### src/rtl/afifo_axis_packer_pkg.sv
`default_nettype none
// ============================================================================
//  Module      : afifo_axis_packer_pkg
//  Description : Shared state encoding, widths and helpers for the sample packer.
//  Revision    : 1.0 - initial release
// ============================================================================
package afifo_axis_packer_pkg;

    localparam int SAMPLE_W = 16;
    localparam int WORD_W   = 32;
    localparam int ITEM_W   = WORD_W + 1;

    typedef enum logic [0:0] {
        ST_IDLE   = 1'b0,
        ST_STREAM = 1'b1
    } state_e;

    // Number of output words a given count of not-yet-buffered samples will occupy.
    function automatic logic [1:0] ceil_words(input logic [2:0] samples);
        logic [2:0] w_sum;
        w_sum = samples + 3'd1;
        return w_sum[2:1];
    endfunction

endpackage
`default_nettype wire

### src/rtl/afifo_axis_packer_skid_buf.sv
`default_nettype none
// ============================================================================
//  Module      : axis_skid_buf
//  Description : Two-entry AXIS register slice; reports occupancy for credit.
//  Revision    : 1.0 - initial release
// ============================================================================
module axis_skid_buf #(
    parameter int W = 33
) (
    input  logic         clk,
    input  logic         rst,
    input  logic [W-1:0] in_data_i,
    input  logic         in_valid_i,
    output logic [W-1:0] out_data_o,
    output logic         out_valid_o,
    input  logic         out_ready_i,
    output logic [1:0]   occ_o
);

    logic [W-1:0] mem_q [2];
    logic         wr_ptr_q;
    logic         rd_ptr_q;
    logic [1:0]   occ_q;
    logic         w_pop;

    assign out_valid_o = (occ_q != 2'd0);
    assign out_data_o  = mem_q[rd_ptr_q];
    assign occ_o       = occ_q;
    assign w_pop       = out_valid_o & out_ready_i;

    // The writer never pushes into a full slice; upstream credit guarantees it.
    always_ff @(posedge clk or posedge rst) begin
        if (rst) begin
            mem_q[0] <= '0;
            mem_q[1] <= '0;
            wr_ptr_q <= 1'b0;
            rd_ptr_q <= 1'b0;
            occ_q    <= 2'd0;
        end else begin
            if (in_valid_i) begin
                mem_q[wr_ptr_q] <= in_data_i;
                wr_ptr_q        <= ~wr_ptr_q;
            end
            if (w_pop) begin
                rd_ptr_q <= ~rd_ptr_q;
            end
            case ({in_valid_i, w_pop})
                2'b10:   occ_q <= occ_q + 2'd1;
                2'b01:   occ_q <= occ_q - 2'd1;
                default: occ_q <= occ_q;
            endcase
        end
    end

endmodule
`default_nettype wire

### src/rtl/afifo_axis_packer.sv
`default_nettype none
// ============================================================================
//  Module      : afifo_axis_packer
//  Description : Pops 16-bit FIFO samples, packs pairs into 32-bit AXIS words,
//                emits fixed-length packets that start/stop on boundaries.
//  Revision    : 1.0 - initial release
// ============================================================================
module afifo_axis_packer
    import afifo_axis_packer_pkg::*;
#(
    parameter int PKT_WORDS = 256,
    parameter int CNT_W     = 32
) (
    input  logic                rd_clk,
    input  logic                rst,
    input  logic                en,
    input  logic [SAMPLE_W-1:0] fifo_dout,
    input  logic                fifo_empty,
    input  logic [9:0]          fifo_rd_data_count,
    output logic                fifo_rd_en,
    output logic [WORD_W-1:0]   m_axis_tdata,
    output logic                m_axis_tvalid,
    input  logic                m_axis_tready,
    output logic                m_axis_tlast,
    output logic                busy,
    output logic                pkt_done,
    output logic [CNT_W-1:0]    pkt_count
);

    localparam int              RL_W    = $clog2(2 * PKT_WORDS + 1);
    localparam int              WI_W    = (PKT_WORDS > 1) ? $clog2(PKT_WORDS) : 1;
    localparam logic [RL_W-1:0] RL_LOAD = RL_W'(2 * PKT_WORDS);
    localparam logic [WI_W-1:0] WI_LAST = WI_W'(PKT_WORDS - 1);

    state_e                state_q, state_d;
    logic [RL_W-1:0]       reads_left_q, reads_left_d;
    logic                  inflight_q;
    logic                  half_q, half_d;
    logic [SAMPLE_W-1:0]   half_data_q, half_data_d;
    logic [WI_W-1:0]       asm_idx_q, asm_idx_d;
    logic [CNT_W-1:0]      pkt_count_q;
    logic                  pkt_done_q;

    logic [1:0]            w_occ;
    logic [1:0]            w_pend_words;
    logic                  w_credit;
    logic                  w_push;
    logic [ITEM_W-1:0]     w_push_item;
    logic [ITEM_W-1:0]     w_out_item;
    logic                  w_hs_last;
    logic                  w_unused_count;

    assign w_unused_count = ^fifo_rd_data_count;

    // Words still owed to the slice if we pop now: held half, in-flight sample, new sample.
    assign w_pend_words = ceil_words(3'(half_q) + 3'(inflight_q) + 3'd1);
    assign w_credit     = ({1'b0, w_occ} + {1'b0, w_pend_words}) <= 3'd2;
    assign fifo_rd_en   = (state_q == ST_STREAM) && !fifo_empty
                          && (reads_left_q != '0) && w_credit;

    assign w_hs_last = m_axis_tvalid & m_axis_tready & m_axis_tlast;

    always_comb begin
        state_d      = state_q;
        reads_left_d = reads_left_q;
        half_d       = half_q;
        half_data_d  = half_data_q;
        asm_idx_d    = asm_idx_q;
        w_push       = 1'b0;
        w_push_item  = {1'b0, fifo_dout, half_data_q};

        if (fifo_rd_en) begin
            reads_left_d = reads_left_q - 1'b1;
        end

        case (state_q)
            ST_IDLE: begin
                if (en) begin
                    state_d      = ST_STREAM;
                    reads_left_d = RL_LOAD;
                end
            end
            ST_STREAM: begin
                if (w_hs_last) begin
                    if (en) begin
                        reads_left_d = RL_LOAD;
                    end else begin
                        state_d = ST_IDLE;
                    end
                end
            end
            default: state_d = ST_IDLE;
        endcase

        if (inflight_q) begin
            if (!half_q) begin
                half_d      = 1'b1;
                half_data_d = fifo_dout;
            end else begin
                half_d      = 1'b0;
                w_push      = 1'b1;
                w_push_item = {(asm_idx_q == WI_LAST), fifo_dout, half_data_q};
                asm_idx_d   = (asm_idx_q == WI_LAST) ? '0 : asm_idx_q + 1'b1;
            end
        end
    end

    always_ff @(posedge rd_clk or posedge rst) begin
        if (rst) begin
            state_q      <= ST_IDLE;
            reads_left_q <= '0;
            inflight_q   <= 1'b0;
            half_q       <= 1'b0;
            half_data_q  <= '0;
            asm_idx_q    <= '0;
            pkt_count_q  <= '0;
            pkt_done_q   <= 1'b0;
        end else begin
            state_q      <= state_d;
            reads_left_q <= reads_left_d;
            inflight_q   <= fifo_rd_en;
            half_q       <= half_d;
            half_data_q  <= half_data_d;
            asm_idx_q    <= asm_idx_d;
            pkt_done_q   <= w_hs_last;
            if (w_hs_last) begin
                pkt_count_q <= pkt_count_q + 1'b1;
            end
        end
    end

    axis_skid_buf #(
        .W (ITEM_W)
    ) u_skid (
        .clk         (rd_clk),
        .rst         (rst),
        .in_data_i   (w_push_item),
        .in_valid_i  (w_push),
        .out_data_o  (w_out_item),
        .out_valid_o (m_axis_tvalid),
        .out_ready_i (m_axis_tready),
        .occ_o       (w_occ)
    );

    assign m_axis_tdata = w_out_item[WORD_W-1:0];
    assign m_axis_tlast = w_out_item[WORD_W];
    assign busy         = (state_q == ST_STREAM);
    assign pkt_done     = pkt_done_q;
    assign pkt_count    = pkt_count_q;

endmodule
`default_nettype wire
### config.mk
export PLATFORM = sky130hd
export DESIGN_NAME = afifo_axis_packer
export DESIGN_NICKNAME = d
export VERILOG_FILES = /design/src/rtl/afifo_axis_packer_pkg.sv /design/src/rtl/afifo_axis_packer_skid_buf.sv /design/src/rtl/afifo_axis_packer.sv
export SDC_FILE = /design/constraint.sdc
export NUM_CORES = 1
export LEC_CHECK = 0
export CELL_PAD_IN_SITES_DETAIL_PLACEMENT = 0
export CELL_PAD_IN_SITES_GLOBAL_PLACEMENT = 2
export CORE_MARGIN = 2
export CORE_UTILIZATION = 36
export CTS_CLUSTER_SIZE = 12
export DETAILED_ROUTE_END_ITERATION = 6
export PLACE_DENSITY_LB_ADDON = 0.12
export SLEW_MARGIN = 40
export SYNTH_ARGS = -nofsm -noshare
export SYNTH_HDL_FRONTEND = slang
export SYNTH_SLANG_ARGS = --single-unit
### constraint.sdc
create_clock -name rd_clk -period 5.3 [get_ports rd_clk]
set_input_delay 0.795 -clock rd_clk [delete_from_list [all_inputs] [get_ports rd_clk]]
set_output_delay 0.795 -clock rd_clk [all_outputs]
set_load 0.005 [all_outputs]
==> results.toml <==
[floorplanning]
dieArea_um2 = 18400
num_rows = 48
die_h_um = 135
start_util = 0.364
die_w_um = 135
ios = 100
core_area_um2 = 17100

[final_layout]
seq_area_um2 = 3510
drive_gt1_frac = 0.275
mostFrequentLayoutCells = "dfrtp_1, mux2_2, clkdlybuf4s50_1"
multi_input_comb_area_um2 = 2620
layout.nets = 606
syn2layout_area_growth_pct = 29.2
fin_cells = 806
nFillCells = 1563
final_area_um2 = 8040
n_antenna_cell = 0
final_common_cell = "dfrtp_1"

[sta]
drv_slew = 0
finalSetupViolations = 0
finalCriticalPeriod_ns = 4.05
setup_tns_ns = 0
fin_worst_skew_ns = 0.00878
fin_crit_sh = 0.765
max_freq_ghz = 0.247
slew_headroom = 0.445
rsz0062_at_grt = "no"
finalHoldViolations = 0
max_slew.worst_pin.slew_ns = 0.823
worst_slack_ns = 1.25

[routing]
final_antenna_net_count = 0
wl_per_cell_um = 16.1
vias_per_cell = 5.00
vias = 4032
first_pass_iters = 4
remaining_drc_errors = 0
drt_first_iter_violations = 150
wl_um = 12900

[placement]
place_ws_ns = 1.65
place_congestion = 0.734
place_hpwl_um = 8140
place_area_um2 = 7370
portBuffers = 89
dp_cells = 775

[logic_synthesis]
synthFlopType = "dfrtp_1"
syn_nets = 517
async_flop_share = 1.00
yosysSeqAreaShare = 0.563
ys_types = 37
syn_area_per_cell_um2 = 13.0
ys_ff_latch = 140
syn_area_um2 = 6220
syn_inst = 480
yosysWarnings = 0
synth_edf_count = 0

[setup_path]
crit_type = "reg -> out"
reg2reg_to = "reads_left_q[4]"
required_ns = 4.51
reg2regPathDepth = 7
cp-start-kind = "flop"
worst_setup_path_end_kind = "primary output"
r2r_start = "half_q"
crit_arrival_ns = 3.26
timing.reg2reg.setup_slack_ns = 2.39
worstPathMaxFanout = 19

[clock_tree]
clkTransAtPathRegs_ns = 0.06
tritoncts = "built"
ctsHoldBuffers = 0
clock_path_buffers = 2
clock-root-buffer = "clkbuf_16"
cts_htree_levels = 4
cts_post_setup_buffers_inserted = 0
cts.sinks = 140
clock_latency_ns = 0.42
cts_made_buffers = 17
post_cts_resized = 0

[pwr]
p_per_area_nw_per_um2 = 563
fin_total_pwr_mw = 4.53
peakVddDrop_mv = 0.260
leakage_nw = 3.35

[global_routing]
grt_pass1_vias = 4057
grt_max_degree = 117
overflow = 0
grt.total_usage = 0.148
grt_pass1_wl_um = 20900
antenna_found_initial = 0

[min_path]
hold_start = "pkt_count[31]"
min_to = "pkt_count[31]"
holdPathStages = 1
worstHoldPathType = "reg -> reg"

[run_status]
status = "complete, no violations"

[flow_run]
cap_viol_max_count = 0
## registers in the layout, indices dropped and copies added, names as in the netlist
register         cells
half_data_q         16
u_skid.rd_ptr_q      1
inflight_q           1
busy                 1
u_skid.wr_ptr_q      1
half_q               1
pkt_done             1
u_skid.mem_q        66
u_skid.occ_o         2
reads_left_q        10
asm_idx_q            8
pkt_count           32
## cell type report
class / instances / area share
multi-input combinational: 306 / 0.326
clock inverter: 11 / 0.0237
sequential: 140 / 0.436
clock buffer: 20 / 0.0581
inverter: 12 / 0.00716
timing repair buffer: 92 / 0.114
tap: 225 / 0.0350
## synth_stat cells (2+ instances only)
cell type / n / area share
a21o_1: 3 / 0.0036
a21oi_1: 9 / 0.0072
and2_1: 3 / 0.0030
and3_1: 9 / 0.0090
and4_1: 4 / 0.0056
buf_1: 5 / 0.0030
buf_2: 10 / 0.0080
clkbuf_1: 7 / 0.0042
dfrtp_1: 140 / 0.56
ha_1: 6 / 0.012
inv_1: 12 / 0.0072
mux2_2: 114 / 0.21
mux2i_1: 3 / 0.0048
nand2_1: 18 / 0.011
nand3_1: 17 / 0.014
nand4_1: 22 / 0.022
nor2_1: 8 / 0.0048
nor3_1: 2 / 0.0016
nor4_1: 6 / 0.0060
o21ai_0: 12 / 0.0097
o31ai_1: 5 / 0.0060
or2_2: 3 / 0.0030
or3_1: 5 / 0.0050
or4_1: 4 / 0.0048
or4b_1: 2 / 0.0032
xnor2_1: 37 / 0.052
xor2_1: 4 / 0.0056
## through the flow
step                       util  hold WS, ns
after detailed placement  0.431        0.463
after global routing      0.470        0.490
final                     0.470        0.478
after CTS                 0.469        0.480
after floorplan               -        0.438
after global placement    0.429        0.454
## routing by layer
metal	part of all wire	vias to the layer above	global-route usage
met3	0.037	11	0.0419
met5	0	-	0
li1	-	1920	-
met2	0.47	66	0.231
met1	0.48	2035	0.198
met4	0.012	0	0.0538
## critical path, stage by stage (launching register included)
cell	delay, ns
dfrtp_1	0.55
nand2_1	0.31
ha_1	0.28
ha_1	0.27
nand2_1	0.06
nand4_1	0.50
nor2_1	0.32
clkdlybuf4s50_1	0.54
## power by group
part           switching, mW  internal (mW)
registers              0.306           1.47
logic                  0.492          0.952
clock network          0.444          0.868
## cell families after synthesis
logic type	synth area share
flip-flops	0.563
multiplexers	0.211
AND/OR/NAND/NOR	0.103
XOR/XNOR	0.0577
buffers and inverters	0.0225
AO/OA/AOI/OAI	0.0304
adder cells (fa/ha/maj)	0.0121
## how the worst max path moves through the flow
stage | startpoint | cells past startpoint | slack, ns | endpoint
after floorplan | rst | 1 | 0.75 | asm_idx_q[0]
after global placement | half_q | 7 | 1.79 | fifo_rd_en
after detailed placement | half_q | 7 | 1.65 | fifo_rd_en
after CTS | half_q | 7 | 1.18 | fifo_rd_en
after global routing | half_q | 7 | 0.95 | fifo_rd_en
final | half_q | 7 | 1.25 | fifo_rd_en
Note: power is estimated with default switching activity, not from simulation.
